===== src/rtl/counters_pkg.sv =====
// Shared definitions for the modulo-counter enable path: FSM encoding and
// command decoding used by the prescaler.
package counters_pkg;

    localparam int unsigned DefaultDivWidth = 16;

    typedef enum logic [1:0] {
        StIdle = 2'd0,
        StRun  = 2'd1,
        StStep = 2'd2
    } state_e;

    typedef enum logic [2:0] {
        CmdNone  = 3'd0,
        CmdClear = 3'd1,
        CmdStop  = 3'd2,
        CmdStart = 3'd3,
        CmdStep  = 3'd4
    } cmd_e;

    // Only the highest-priority command of a cycle takes effect.
    function automatic cmd_e decode_cmd(input logic clear, input logic stop,
                                        input logic start, input logic step);
        if (clear) return CmdClear;
        if (stop)  return CmdStop;
        if (start) return CmdStart;
        if (step)  return CmdStep;
        return CmdNone;
    endfunction

endpackage


===== src/rtl/div_shadow_reg.sv =====
// Pending/active divisor pair; a pending divisor is promoted only when the
// owner opens the apply window (idle, or the edge that ends a tick cycle).
module div_shadow_reg #(
    parameter int unsigned DIV_WIDTH   = 16,
    parameter int unsigned DEFAULT_DIV = 10
) (
    input  logic                 clk,
    input  logic                 reset,
    input  logic                 div_load,
    input  logic [DIV_WIDTH-1:0] div_value,
    input  logic                 apply_window,
    output logic [DIV_WIDTH-1:0] div_active,
    output logic                 applying
);

    logic [DIV_WIDTH-1:0] pending_div;
    logic                 pending_valid;
    logic [DIV_WIDTH-1:0] load_value;

    assign load_value = (div_value == '0) ? DIV_WIDTH'(1) : div_value;
    assign applying   = pending_valid && apply_window;

    always_ff @(posedge clk) begin
        if (reset) begin
            div_active    <= DIV_WIDTH'(DEFAULT_DIV);
            pending_div   <= DIV_WIDTH'(DEFAULT_DIV);
            pending_valid <= 1'b0;
        end else begin
            if (applying) begin
                div_active <= pending_div;
            end
            // A load coinciding with an apply becomes the next pending value.
            if (div_load) begin
                pending_div   <= load_value;
                pending_valid <= 1'b1;
            end else if (applying) begin
                pending_valid <= 1'b0;
            end
        end
    end

endmodule


===== src/rtl/tick_prescaler_ctrl.sv =====
// Programmable clock prescaler with run/pause/single-step control; emits a
// one-cycle tick used as the enable of a downstream modulo counter.
module tick_prescaler_ctrl
    import counters_pkg::*;
#(
    parameter int unsigned DIV_WIDTH   = DefaultDivWidth,
    parameter int unsigned DEFAULT_DIV = 10
) (
    input  logic                 clk,
    input  logic                 reset,
    input  logic                 start,
    input  logic                 stop,
    input  logic                 step,
    input  logic                 clear,
    input  logic                 div_load,
    input  logic [DIV_WIDTH-1:0] div_value,
    output logic                 tick,
    output logic                 running,
    output logic [DIV_WIDTH-1:0] div_active
);

    state_e               state;
    logic [DIV_WIDTH-1:0] cnt;
    cmd_e                 cmd;
    logic                 at_last;
    logic                 wrap;
    logic                 apply_window;
    logic                 applying;

    assign cmd     = decode_cmd(clear, stop, start, step);
    assign at_last = (cnt == div_active - DIV_WIDTH'(1));
    assign tick    = (state != StIdle) && at_last;
    assign running = (state != StIdle);

    // A stop during the tick cycle pauses at the last count, so no wrap occurs.
    assign wrap         = tick && (cmd != CmdStop);
    assign apply_window = (state == StIdle) || wrap;

    div_shadow_reg #(
        .DIV_WIDTH  (DIV_WIDTH),
        .DEFAULT_DIV(DEFAULT_DIV)
    ) u_div_shadow (
        .clk         (clk),
        .reset       (reset),
        .div_load    (div_load),
        .div_value   (div_value),
        .apply_window(apply_window),
        .div_active  (div_active),
        .applying    (applying)
    );

    always_ff @(posedge clk) begin
        if (reset) begin
            state <= StIdle;
            cnt   <= '0;
        end else begin
            unique case (cmd)
                CmdStop:  state <= StIdle;
                CmdStart: state <= StRun;
                CmdStep: begin
                    if (state == StIdle) begin
                        state <= StStep;
                    end else if (state == StStep && wrap) begin
                        state <= StIdle;
                    end
                end
                default: begin
                    if (state == StStep && wrap) begin
                        state <= StIdle;
                    end
                end
            endcase

            if (cmd == CmdClear || applying) begin
                cnt <= '0;
            end else if (state != StIdle && cmd != CmdStop) begin
                cnt <= at_last ? '0 : cnt + DIV_WIDTH'(1);
            end
        end
    end

endmodule


===== config.mk =====
export PLATFORM = sky130hd
export DESIGN_NAME = tick_prescaler_ctrl
export DESIGN_NICKNAME = d
export VERILOG_FILES = /design/src/rtl/counters_pkg.sv /design/src/rtl/div_shadow_reg.sv /design/src/rtl/tick_prescaler_ctrl.sv
export SDC_FILE = /design/constraint.sdc
export NUM_CORES = 1
export LEC_CHECK = 0
export CAP_MARGIN = 0
export CORE_MARGIN = 4
export CORE_UTILIZATION = 45
export DETAILED_ROUTE_END_ITERATION = 8
export PLACE_DENSITY = 0.71
export SYNTH_ARGS = -nofsm -noshare
export SYNTH_HDL_FRONTEND = slang
export SYNTH_SLANG_ARGS = --single-unit

===== constraint.sdc =====
create_clock -name clk -period 3.35 [get_ports clk]
set_input_delay 0.8375 -clock clk [delete_from_list [all_inputs] [get_ports clk]]
set_output_delay 0.8375 -clock clk [all_outputs]
set_load 0.02 [all_outputs]

### Word-level counts from Yosys, hierarchy flattened

Index checks and enable logic that the tools add are counted.

* word-level logic and storage cells: 51
* register bits after elaboration: 51
* input port bits: 23

* equality and inequality tests: 7
* mux-type cells: 25
* add/subtract/negate cells: 2
* reductions and logical operators: 12

Operator list (count)
* $mux W16: 2
* $mux W3: 8
* $add A16 B1 Y16 const B: 1
* $eq A16 B16 Y1: 1
* $logic_not A16 Y1: 1
* $sub A16 B1 Y16 const B: 1
* $mux W1: 12
* $eq A3 B2 Y1 const B: 2
* $pmux W2 S3: 1
* $logic_and A1 B1 Y1: 5
* $mux W2: 2
* $reduce_bool A2 Y1: 2
* $eq A3 B1 Y1 const B: 1
* $eq A3 B3 Y1 const B: 1
* $ne A3 B2 Y1 const B: 1
* $eq A2 B2 Y1 const B: 1
* $logic_not A2 Y1: 1
* $logic_or A1 B1 Y1: 2
* $reduce_or A2 Y1: 1

### Depth between registers and ports, before layout

Gate-level depths: netlist of run 1.

* word-level depth: 17
* mapped depth: 10
* gate-level depth less buffers: 9

### Modules after synthesis

A second synthesis of run 1 with hierarchy kept.

* cells, all modules: 335
* area total of the unflattened synthesis: 2808.9 um^2

Modules (own cells, without submodules)
* tick_prescaler_ctrl: area an instance 1587.8 um^2, sequential area each 360.3 um^2, instances 1, cells each 203
* div_shadow_reg: area an instance 1221.2 um^2, sequential area each 660.6 um^2, instances 1, cells each 132

### Worst setup path before layout of run 1

OpenSTA, ideal clock, no wires.

* kind: register -> output
* from: register u_div_shadow.div_active[0]
* to: output port tick
* data required time: 2.513 ns
* setup slack: -0.599 ns
* buffers on the path: 0
* arrival time: 3.111 ns
* stages on the path, launching flop included: 8
* path through: dfxtp_1 > inv_1 > ha_1 > xnor2_1 > a211oi_1 > o211ai_1 > or4b_1 > a2111oi_0

* cells in the longest elaborated chain, start to end: 3

Ends and longest elaborated chain
* start, declared: RTL line div_shadow_reg.sv:12 `output logic [DIV_WIDTH-1:0] div_active,`
* start signal, assigned: RTL line div_shadow_reg.sv:25 `div_active <= DIV_WIDTH'(DEFAULT_DIV);`
* start signal, assigned: RTL line div_shadow_reg.sv:30 `div_active <= pending_div;`
* $sub A16 B1 Y16: RTL line tick_prescaler_ctrl.sv:31 `assign at_last = (cnt == div_active - DIV_WIDTH'(1));`
* $eq A16 B16 Y1: RTL line tick_prescaler_ctrl.sv:31
* $logic_and A1 B1 Y1: RTL line tick_prescaler_ctrl.sv:32 `assign tick = (state != StIdle) && at_last;`
* end, declared: RTL line tick_prescaler_ctrl.sv:17 `output logic tick,`

Every way passes these cells.

### Final worst setup path of run 1

* from: register u_div_shadow.div_active[1]
* to: output port tick

Same word-level chain as after synthesis.

==> implementation parameters, run 1 <==
Parameter                              Value

Worst setup path
  Worst path required time    between 2000 and 3000 ps
  Worst Reg2Reg Path Length in Cells    12
  Setup crit end kind    output port
  Arrival time of the worst setup path    approximately 2600 ps
  Critical path start-end classification    flip-flop to output port
  Max FO, Critical Path    5
  Sort of element at the start of the critical path    flip-flop

Timing
  Unrepaired setup endpoints after global routing    yes
  Number of pins exceeding their max-slew limit in the final report    0
  Final worst path period share    102.7%
  Relative slew slack    a little under two fifths
  Worst slew pin tran    roughly 940 ps
  Clock tree skew after final layout    5.734 ps
  Period minus WS final    roughly 3400 ps
  Post-route setup slack    -89.00 ps
  Hold violation count in the final report    0
  Timing-limited maximum frequency    between 200 and 300 MHz
  Setup violations, final    1

Clock tree
  Clock tree from TritonCTS    yes
  Clock Root Buffer    sky130_fd_sc_hd__clkbuf_8
  Count of hold-fix buffers inserted at cts    0
  Num CTS Buffers    5
  Clock buffer depth    2
  Number of sinks handled by clock tree synthesis    51
  H-tree levels    2
  Clock slew seen by the registers of the worst setup and hold paths    110 ps
  Clock latency reported for the late side of the worst-skew pair    around 310 ps

Detailed routing
  Per-cell via count in the routed design    5.438
  # DRC    0
  Post-detailed-routing wire length    7.932 mm
  Via total after detailed routing    about 3000
  Number of detailed-routing iterations run before antenna repair    4
  Count of nets left with antenna violations after detail routing    0
  Initial DRC count    approximately 160
  Avg WL per Cell    14.37 um

Worst hold path
  Type of the worst min-delay path    flip-flop to flip-flop
  Hold Path Depth    2

Global routing
  Vias in the first global route    2883
  Layer carrying the most global-route usage    met2
  Total overflow reported by the global router    0
  GR Util met2    ~33%
  Global-route wire length before repair    13.44 mm
  Met3 routing resource usage after global routing    3.087%
  Maximum number of pins on one net before global-route repair    between 60 and 70
  Number of antenna violations at the first check in global routing    0
  Met1 demand-to-capacity share in global routing    25.41%
  Total routing usage reported by global routing    19.04%

Die
  Initial core utilization    between 40% and 50%
  Die Wd    92.35 um
  Die extent in y    92.35 um
  Total die area    8529 um^2
  Top-Level Pins    41
  Row count    30
  Core Region    6869 um^2

Place
  Dpl hpwl    5.843 mm
  Placer congestion estimate    about 0.94
  I/O Buffers    40
  Post-Place Setup Slack    -472.9 ps
  Cell count after placement    approximately 540

Synthesis
  Sequential cell area fraction in the yosys report    a little under a third
  Combinational family with the most area after synthesis    simple AND/OR/NAND/NOR gates
  Post-Syn Area per Cell    between 8 and 9 um^2
  Synth area leader    sky130_fd_sc_hd__dfxtp_1
  Simple-Gate Fraction of Synth Area    about 33%
  Number of warning messages in the yosys log    0
  Dominant register cell in the synthesized netlist    sky130_fd_sc_hd__dfxtp_1
  Number of enable-type register cells in the synthesized netlist    0
  Share of the synthesized netlist area taken by xor and xnor gates    9.027%
  Most area-consuming cells after synthesis    sky130_fd_sc_hd__dfxtp_1 (32%), sky130_fd_sc_hd__nor2_1 (6.7%), sky130_fd_sc_hd__xnor2_1 (5.5%)
  Fraction of synthesis flops using an asynchronous set or reset pin    0%
  Count leader, synth    sky130_fd_sc_hd__nor2_1
  Seq cells post-synth    51
  Nets in the synthesized netlist    403
  Synth cell count leaders    sky130_fd_sc_hd__nor2_1 (57), sky130_fd_sc_hd__dfxtp_1 (51), sky130_fd_sc_hd__nand2_1 (27), sky130_fd_sc_hd__nor3_1 (25), sky130_fd_sc_hd__xnor2_1 (20)
  Syn Std Cell Area    3202 um^2
  Post-Synthesis Cells    378
  Synthesized-area fraction occupied by ao, oa, aoi and oai cells    15.01%
  Post-synthesis share of cell area spent on full adders, half adders and majority gates    0.7816%
  Yosys top cell area share    between 30% and 40%
  Multiplexer share of the synthesized area    5.354%
  Number of distinct library cell variants in the gate-level netlist after synthesis    55

Layout
  Multi-input gate area    around 2100 um^2
  Total area of sequential cells    1023 um^2
  FILL cells    approximately 600
  Ratio of cells with drive above 1 in the final layout    a little under a quarter
  Net count reported at finish    480
  Final Non-Filler Cells    552
  Area grow syn2layout    31.69%
  Diodes inserted    0
  Post-layout utilization of the core    61.38%

Outcome
  Result of the run    complete, but fails checks
  Violated checks    negative setup slack

Power
  Cell area power density    303.9 nW/um^2
  Leakage power summed over all cells    1.546 nW
  VDD IR-drop max    0.0001834 V

Run
  Max-Cap Viols    0
layout by cell type (no fill, tap or decap), types with 3 or more instances in the layout:
| cell type | count |
|---|---|
| sky130_fd_sc_hd__buf_4 | 59 |
| sky130_fd_sc_hd__nor2_1 | 57 |
| sky130_fd_sc_hd__dfxtp_1 | 49 |
| sky130_fd_sc_hd__clkdlybuf4s50_1 | 38 |
| sky130_fd_sc_hd__nand2_1 | 26 |
| sky130_fd_sc_hd__nor3_1 | 24 |
| sky130_fd_sc_hd__xnor2_1 | 19 |
| sky130_fd_sc_hd__nor3b_1 | 16 |
| sky130_fd_sc_hd__mux2i_1 | 15 |
| sky130_fd_sc_hd__xor2_1 | 13 |
| sky130_fd_sc_hd__nand4b_1 | 13 |
| sky130_fd_sc_hd__o311ai_2 | 10 |
| sky130_fd_sc_hd__a21oi_1 | 9 |
| sky130_fd_sc_hd__inv_1 | 6 |
| sky130_fd_sc_hd__nor2b_1 | 6 |
| sky130_fd_sc_hd__nand4_1 | 6 |
| sky130_fd_sc_hd__nor4_1 | 6 |
| sky130_fd_sc_hd__a211oi_1 | 5 |
| sky130_fd_sc_hd__clkbuf_8 | 5 |
| sky130_fd_sc_hd__and3_1 | 4 |
| sky130_fd_sc_hd__o311ai_1 | 4 |
| sky130_fd_sc_hd__nand3_1 | 4 |
| sky130_fd_sc_hd__a31oi_1 | 3 |
| sky130_fd_sc_hd__o31ai_1 | 3 |
| sky130_fd_sc_hd__nand2b_1 | 3 |
| sky130_fd_sc_hd__and2_1 | 3 |
| sky130_fd_sc_hd__or3_1 | 3 |
routing by layer:
metal,up-vias,share of wire [%]
met5,-,0
met4,0,0.59
met3,6,3.4
met2,52,50
met1,1414,46
li1,1530,-
path summary, 6_finish.rpt:
kind | start | slack (ps) | to
worst max-delay path | u_div_shadow.div_active[1] | -90 | tick
worst min-delay path | u_div_shadow.pending_div[0] | 490 | u_div_shadow.pending_div[0]
worst max register to register | u_div_shadow.div_active[1] | 490 | u_div_shadow.div_active[7]
worst min register to register | u_div_shadow.pending_div[0] | 490 | u_div_shadow.pending_div[0]
critical path, stage by stage, from the launching register on:
cell	delay, ps
sky130_fd_sc_hd__dfxtp_1	330
sky130_fd_sc_hd__inv_1	90
sky130_fd_sc_hd__ha_4	150
sky130_fd_sc_hd__nor3b_4	290
sky130_fd_sc_hd__and3_1	220
sky130_fd_sc_hd__buf_4	120
sky130_fd_sc_hd__mux2i_2	80
sky130_fd_sc_hd__nor4_2	330
sky130_fd_sc_hd__nand2_1	150
sky130_fd_sc_hd__a2111oi_4	350
sky130_fd_sc_hd__buf_4	200
layout make-up:
type | instances | area share, %
clock buffer | 5 | 1.632
clock inverter | 3 | 0.5341
inverter | 7 | 0.6231
multi-input combinational | 292 | 50.45
sequential | 51 | 24.27
tap | 96 | 2.849
timing repair buffer | 98 | 19.64
sequential cells by signal (all words and copies together) (netlist names):
name,count
u_div_shadow.pending_valid,1
u_div_shadow.pending_div,16
cnt,16
u_div_shadow.div_active,16
state,2
power by group:
group          switching (mW)  internal [mW]  leakage, nW  total [mW]
clock                   0.235          0.152       0.0489       0.387
combinational           0.126          0.120         1.08       0.246
sequential             0.0209          0.628        0.417       0.648
total                   0.382          0.900         1.55        1.28
cell families (layout without fill, tap and decap cells):
logic type	count (synthesis)	after routing
and+or+nand+nor	189	189
AOI/OAI and AO/OA	51	51
DFF	51	51
buffers and inverters	35	113
xor gates and xnor gates	33	33
muxes	17	17
adders and majority gates	2	2
metrics by stage:
step	TNS, ps	power (mW)	hold slack, ps	cell area [um^2]
6_report	-89.00	1.281	491.9	4217
3_3_place_gp	-459.0	0.8893	478.2	3991
3_5_place_dp	-472.9	0.8949	476.7	3991
2_1_floorplan	0	0.7921	460.2	3222
4_1_cts	-58.71	1.286	491.3	4205
5_1_grt	-171.9	1.341	546.7	4217
what timing repair did:
item | 4_1_cts | 5_1_grt
setup endpoints to repair | 1 | 1
buffers inserted | 7 | 0
gates resized for setup | 21 | 2
endpoints found under the hold margin | 0 | 0
pin swaps | 11 | 3
(Power assumes the default switching activity.)
==> run 2: changes to the inputs <==
Settings changed: PLACE_DENSITY 0.71 to 0.74.
Clock period 3.35 ns to 3.1 ns, I/O delays scaled along.
==> run 2 against run 1 <==
The run still ends with negative setup slack left. Worst setup slack got worse by 140 ps. Hold slack better by 11 ps. Clock-buffer cell count is 1 higher. Register-to-register slack worse by 330 ps. Global-route usage up 0.48 points. Die area stayed put. Sequential power rose by 7.9%. Flip-flop and latch count is the same. First-iteration DRC count is 8.4% lower. Combinational power increased by 13%. Critical endpoint unchanged. Highest routed layer unchanged.
==> implementation parameters, run 2 (same netlist as run 1, synthesis figures left out) <==
Parameter                              Value

Die
  Row count    30 (unchanged)
  Initial core utilization    46.61% (unchanged)
  Top-Level Pins    41 (unchanged)
  Die extent in y    92.35 um (unchanged)
  Core Region    6869 um^2 (unchanged)
  Die Wd    92.35 um (unchanged)
  Total die area    8529 um^2 (unchanged)

Power
  Overall power of the completed layout    1.432 mW (+12%)
  Leakage power summed over all cells    1.637 nW (+5.9%)
  Cell area power density    324.8 nW/um^2 (+6.9%)
  VDD IR-drop max    0.0002643 V (+44%)

Layout
  Most frequent cells in the layout    sky130_fd_sc_hd__buf_4 (67), sky130_fd_sc_hd__nor2_1 (57), sky130_fd_sc_hd__dfxtp_1 (48)
  Most common cell after layout, fill and taps aside    sky130_fd_sc_hd__buf_4
  Area grow syn2layout    37.71%
  Diodes inserted    0 (unchanged)
  Net count reported at finish    493 (+2.7%)
  Largest registers    cnt x16, u_div_shadow.div_active x16, u_div_shadow.pending_div x16
  Ratio of cells with drive above 1 in the final layout    26.07% (+3.0 points)
  Cell area after layout    4409 um^2 (+4.6%)

Global routing
  Maximum number of pins on one net before global-route repair    74 (+12%)
  Global-route wire length before repair    13.73 mm (+2.2%)
  Total overflow reported by the global router    0 (unchanged)
  Number of antenna violations at the first check in global routing    0 (unchanged)
  Total routing usage reported by global routing    19.51% (+0.48 points)
  Vias in the first global route    3014 (+4.5%)

Timing
  Setup violations, final    1 (unchanged)
  Worst slew pin tran    706.5 ps (-235.5 ps)
  Final worst path period share    107.2%
  Final TNS setup    -224.0 ps (-135.0 ps)
  Worst Hold Margin    502.6 ps (+10.67 ps)
  Clock tree skew after final layout    8.730 ps (+2.996 ps)
  Timing-limited maximum frequency    300.8 MHz
  Relative slew slack    52.50% (+15 points)
  Period minus WS final    roughly 3300 ps
  Number of pins exceeding their max-slew limit in the final report    0 (unchanged)
  Hold violation count in the final report    0 (unchanged)
  Unrepaired setup endpoints after global routing    yes
  Post-route setup slack    -224.0 ps (-135.0 ps)

Clock tree
  Clock tree from TritonCTS    yes
  H-tree levels    2 (unchanged)
  Num CTS Buffers    5 (unchanged)
  Clock Root Buffer    sky130_fd_sc_hd__clkbuf_8
  Clock latency reported for the late side of the worst-skew pair    310 ps (about the same)
  Clock slew seen by the registers of the worst setup and hold paths    90 ps (-20 ps)
  Clock buffer depth    2 (unchanged)
  Count of hold-fix buffers inserted at cts    0 (unchanged)
  Number of sinks handled by clock tree synthesis    51 (unchanged)

Detailed routing
  Number of detailed-routing iterations run before antenna repair    4 (unchanged)
  Via total after detailed routing    3128 (+4.2%)
  Post-detailed-routing wire length    8.363 mm (+5.4%)
  # DRC    0 (unchanged)
  Per-cell via count in the routed design    5.546 (+2.0%)
  Initial DRC count    142 (-8.4%)
  Avg WL per Cell    14.83 um (+3.2%)
  Count of nets left with antenna violations after detail routing    0 (unchanged)

Place
  I/O Buffers    40 (unchanged)
  Total cell area at the placement stage    4088 um^2 (+2.4%)
  Dpl hpwl    5.732 mm (-1.9%)
  Post-Place Setup Slack    -760.8 ps (-287.9 ps)
  Placer congestion estimate    0.9030 (-3.8%)

Worst setup path
  Sort of element at the start of the critical path    flip-flop
  Setup crit end kind    output port
  Worst Reg2Reg Path Length in Cells    13 (+1)
  Worst-path cell chain    inv_2 > ha_4 > nor3b_4 > nand4b_1 > xnor2_1 > or4b_4 > a2111oi_4 > buf_4
  Max FO, Critical Path    6 (+1)
  Critical path start-end classification    flip-flop to output port
  Arrival time of the worst setup path    2550 ps (-50 ps)
  Reg-to-reg critical path endpoint    u_div_shadow.div_active[1]
  Delay contributed by the slowest stage of the critical path    560 ps (+210 ps)
  Worst reg2reg setup slack    160 ps (-330 ps)
  Crit-path slowest cell    sky130_fd_sc_hd__or4b_4
  Worst path required time    2320 ps (-190 ps)
  Reg-to-reg startpoint    u_div_shadow.div_active[1]

Outcome
  Result of the run    complete, but fails checks
  Violated checks    negative setup slack

Worst hold path
  Worst Hold Launch    u_div_shadow.pending_div[0]
  Hold Path Depth    2 (unchanged)
  Type of the worst min-delay path    flip-flop to flip-flop
  Hold endpoint    u_div_shadow.pending_div[0]

Run
  Max-Cap Viols    0 (unchanged)
[run 2: routing by layer]
layer,GRT usage (%),routed length [um],up-vias
met2,33.66,4064,54
met5,0,0,-
li1,-,-,1551
met1,25.05,3863,1505
met4,6.312,166,0
met3,2.681,268,18
[run 2: report_power, final]
group          internal, mW  total (mW)  switching, mW
logic                 0.135       0.278          0.142
registers             0.677       0.699         0.0225
clock network         0.237       0.455          0.218
[run 2: how the worst max path moves through the flow]
stage,end,depth (start not counted),from,slack [ps]
2_1_floorplan,tick,7,u_div_shadow.div_active[0],3
5_1_grt,tick,7,u_div_shadow.div_active[2],-410
6_report,tick,8,u_div_shadow.div_active[0],-220
3_3_place_gp,tick,6,u_div_shadow.div_active[5],-650
3_5_place_dp,tick,7,u_div_shadow.div_active[5],-760
4_1_cts,tick,8,u_div_shadow.div_active[1],-170
[run 2: cell type report]
cell class                 instances  area, um^2
clock inverter                     1       30.03
multi-input combinational        292        2175
sequential                        51        1030
timing repair buffer             111       955.9
tap                               96       120.1
inverter                           7       26.28
clock buffer                       6       72.57
fill                             544        2460
[run 2: stage by stage]
step                cells  util (%)
CTS                   565     63.50
global route          564     64.19
detailed placement    548     59.51
floorplan             378         -
finish                564     64.19
global placement      548     59.51
[run 2: timing repair]
action	CTS	global route
gates resized for setup	27	11
buffers inserted	10	0
hold endpoints to repair	0	0
setup endpoints to repair	15	35
gates cloned	0	1
pin swaps	13	6
[run 2: worst max-delay path: cells and delay by family, from the launching register on]
| kind | cells | cell delay (ps) |
|---|---|---|
| flops | 1 | 350 |
| xor+xnor | 1 | 210 |
| buf+inv | 2 | 270 |
| simple gates | 3 | 1060 |
| fa+ha+maj | 1 | 130 |
| compound gates | 1 | 200 |
==> run 3: changes to the inputs <==
Settings changed: CORE_ASPECT_RATIO set to 1.5, CTS_CLUSTER_SIZE set to 14.
==> run 3 against run 2 <==
The flow still finishes with violations (negative setup slack). Register-to-register slack better by 40 ps. Clock skew down 1.0 ps. Power down 5.7%. Clock power down 17%. Global-route usage down 1.0 points. Sequential power about the same. First-iteration DRC count up 7.7%. Design area down 2.3%. Flip-flop and latch count unchanged. Critical path depth up 2. Routed wire length down 4.0%. Via count down 1.2%. Critical path type unchanged. Critical endpoint unchanged. Largest cell class unchanged. Highest routed layer unchanged.
==> implementation parameters, run 3 (same netlist as run 1, synthesis figures left out) <==
Parameter                              Value

Global routing
  Number of antenna violations at the first check in global routing    0 (unchanged)
  Vias in the first global route    2926 (-2.9%)
  Maximum number of pins on one net before global-route repair    69 (-6.8%)
  Total overflow reported by the global router    0 (unchanged)
  Global-route wire length before repair    13.08 mm (-4.8%)
  Total routing usage reported by global routing    18.51% (-1.0 points)

Detailed routing
  Via total after detailed routing    3089 (-1.2%)
  Initial DRC count    153 (+7.7%)
  Post-detailed-routing wire length    8.029 mm (-4.0%)
  Avg WL per Cell    14.76 um (-0.46%)
  Count of nets left with antenna violations after detail routing    0 (unchanged)
  Number of detailed-routing iterations run before antenna repair    4 (unchanged)
  Per-cell via count in the routed design    5.678 (+2.4%)
  # DRC    0 (unchanged)

Layout
  Largest registers    cnt x16, u_div_shadow.div_active x16, u_div_shadow.pending_div x16
  Multi-input gate area    2141 um^2 (-1.6%)
  Most frequent cells in the layout    sky130_fd_sc_hd__buf_4 (66), sky130_fd_sc_hd__nor2_1 (57), sky130_fd_sc_hd__dfxtp_1 (47)
  Total area of sequential cells    1026 um^2 (-0.37%)
  Ratio of cells with drive above 1 in the final layout    25.75% (-0.32 points)
  Area grow syn2layout    34.51%
  Diodes inserted    0 (unchanged)
  Cell area after layout    4307 um^2 (-2.3%)
  Net count reported at finish    490 (-0.61%)
  FILL cells    589 (+8.3%)
  Most common cell after layout, fill and taps aside    sky130_fd_sc_hd__buf_4
  Post-layout utilization of the core    62.43% (-1.8 points)

Power
  Cell area power density    313.5 nW/um^2 (-3.5%)
  VDD IR-drop max    0.0002760 V (+4.4%)
  Leakage power summed over all cells    1.607 nW (-1.8%)

Run
  Max-Cap Viols    0 (unchanged)

Timing
  Timing-limited maximum frequency    294.9 MHz (-2.0%)
  Worst slew pin tran    631.4 ps (-75.08 ps)
  Clock tree skew after final layout    7.713 ps (-1.018 ps)
  Hold violation count in the final report    0 (unchanged)
  Post-route setup slack    -290.7 ps (-66.61 ps)
  Relative slew slack    57.90% (+5.4 points)
  Number of pins exceeding their max-slew limit in the final report    0 (unchanged)
  Setup violations, final    1 (unchanged)
  Final worst path period share    109.4% (+2.1 points)
  Unrepaired setup endpoints after global routing    yes
  Period minus WS final    3391 ps (+66.61 ps)

Worst hold path
  Worst Hold Launch    u_div_shadow.pending_div[11]
  Hold endpoint    u_div_shadow.pending_div[11]
  Hold Path Depth    2 (unchanged)
  Type of the worst min-delay path    flip-flop to flip-flop

Clock tree
  Clock Root Buffer    sky130_fd_sc_hd__clkbuf_8
  Clock slew seen by the registers of the worst setup and hold paths    90 ps (about the same)
  Clock latency reported for the late side of the worst-skew pair    300 ps (about the same)
  Clock tree from TritonCTS    yes
  Number of sinks handled by clock tree synthesis    51 (unchanged)
  H-tree levels    2 (unchanged)
  Clock buffer depth    2 (unchanged)
  Num CTS Buffers    5 (unchanged)

Worst setup path
  Worst Reg2Reg Path Length in Cells    10 (-3)
  Worst reg2reg setup slack    200 ps (+40 ps)
  Reg-to-reg critical path endpoint    u_div_shadow.div_active[4]
  Setup crit end kind    output port
  Reg-to-reg startpoint    u_div_shadow.div_active[0]
  Sort of element at the start of the critical path    flip-flop
  Critical path start-end classification    flip-flop to output port
  Max FO, Critical Path    4 (-2)
  Worst path required time    2320 ps (about the same)
  Arrival time of the worst setup path    2620 ps (+70 ps)

Outcome
  Result of the run    complete, but fails checks
  Violated checks    negative setup slack

Place
  Total cell area at the placement stage    4078 um^2 (-0.24%)
  I/O Buffers    40 (unchanged)
  Placer congestion estimate    0.9630 (+6.6%)
  Dpl hpwl    5.848 mm (+2.0%)

Die
  Core Region    6898 um^2 (+0.42%)
  Top-Level Pins    41 (unchanged)
  Die Wd    76.87 um (-17%)
  Total die area    8556 um^2 (+0.33%)
  Die extent in y    111.3 um (+21%)
  Row count    37 (+23%)
  Initial core utilization    46.42% (-0.19 points)
## run 3: power breakdown
part	switching [mW]	total, mW	internal (mW)	leakage (nW)
clock	0.221	0.377	0.155	0.0477
combinational	0.140	0.276	0.136	1.14
sequential	0.0195	0.698	0.678	0.416
total	0.381	1.35	0.969	1.61
## run 3: what timing repair did
action,4_1_cts,5_1_grt
hold buffers,0,0
gates resized for setup,20,8
setup buffers,4,2
pin swaps,11,8
endpoints found under the setup margin,1,1
## run 3: final cells by class
type / count / area share (%)
multi-input combinational: 292 / 49.71
clock inverter: 3 / 0.3486
timing repair buffer: 108 / 21.64
inverter: 7 / 0.6101
clock buffer: 5 / 1.598
sequential: 51 / 23.82
tap: 78 / 2.266
## run 3: per-layer routing
| metal | GRT usage, % | part of all wire, % | up-vias |
|---|---|---|---|
| met5 | 0 | 0 | - |
| li1 | - | - | 1552 |
| met4 | 10.04 | 3.5 | 0 |
| met1 | 20.37 | 41 | 1453 |
| met3 | 2.683 | 2.4 | 21 |
| met2 | 33.59 | 53 | 63 |
## run 3: worst max-delay path, stage by stage (launching register included)
cell and delay (ps):
sky130_fd_sc_hd__dfxtp_2 350, sky130_fd_sc_hd__buf_4 140, sky130_fd_sc_hd__nor4_4 380, sky130_fd_sc_hd__buf_4 190
sky130_fd_sc_hd__buf_4 120, sky130_fd_sc_hd__a41oi_1 120, sky130_fd_sc_hd__a221oi_1 550, sky130_fd_sc_hd__nor4_4 90
sky130_fd_sc_hd__nand2_1 130, sky130_fd_sc_hd__a2111oi_4 50, sky130_fd_sc_hd__buf_4 190
## run 3: worst max-delay path by stage
stage / from / endpoint / slack (ps) / cells after the start
after floorplan: u_div_shadow.div_active[0] / tick / 3 / 7
after global placement: u_div_shadow.div_active[5] / tick / -550 / 6
after detailed placement: u_div_shadow.div_active[5] / tick / -590 / 7
after CTS: u_div_shadow.div_active[1] / tick / -230 / 8
after global routing: u_div_shadow.div_active[0] / tick / -440 / 10
final: u_div_shadow.div_active[0] / tick / -290 / 10
## run 3: metrics by stage
stage                     hold WS [ps]  TNS (ps)  std cells  worst slack [ps]  power, mW
after global routing             522.2    -435.5        544            -435.5      1.413
after global placement           475.3    -551.8        530            -551.8     0.9696
after floorplan                  460.2         0        378             2.548     0.8565
final                            503.3    -290.7        544            -290.7      1.350
after detailed placement         483.5    -589.1        530            -589.1     0.9751
after CTS                        507.0    -233.1        542            -233.1      1.356
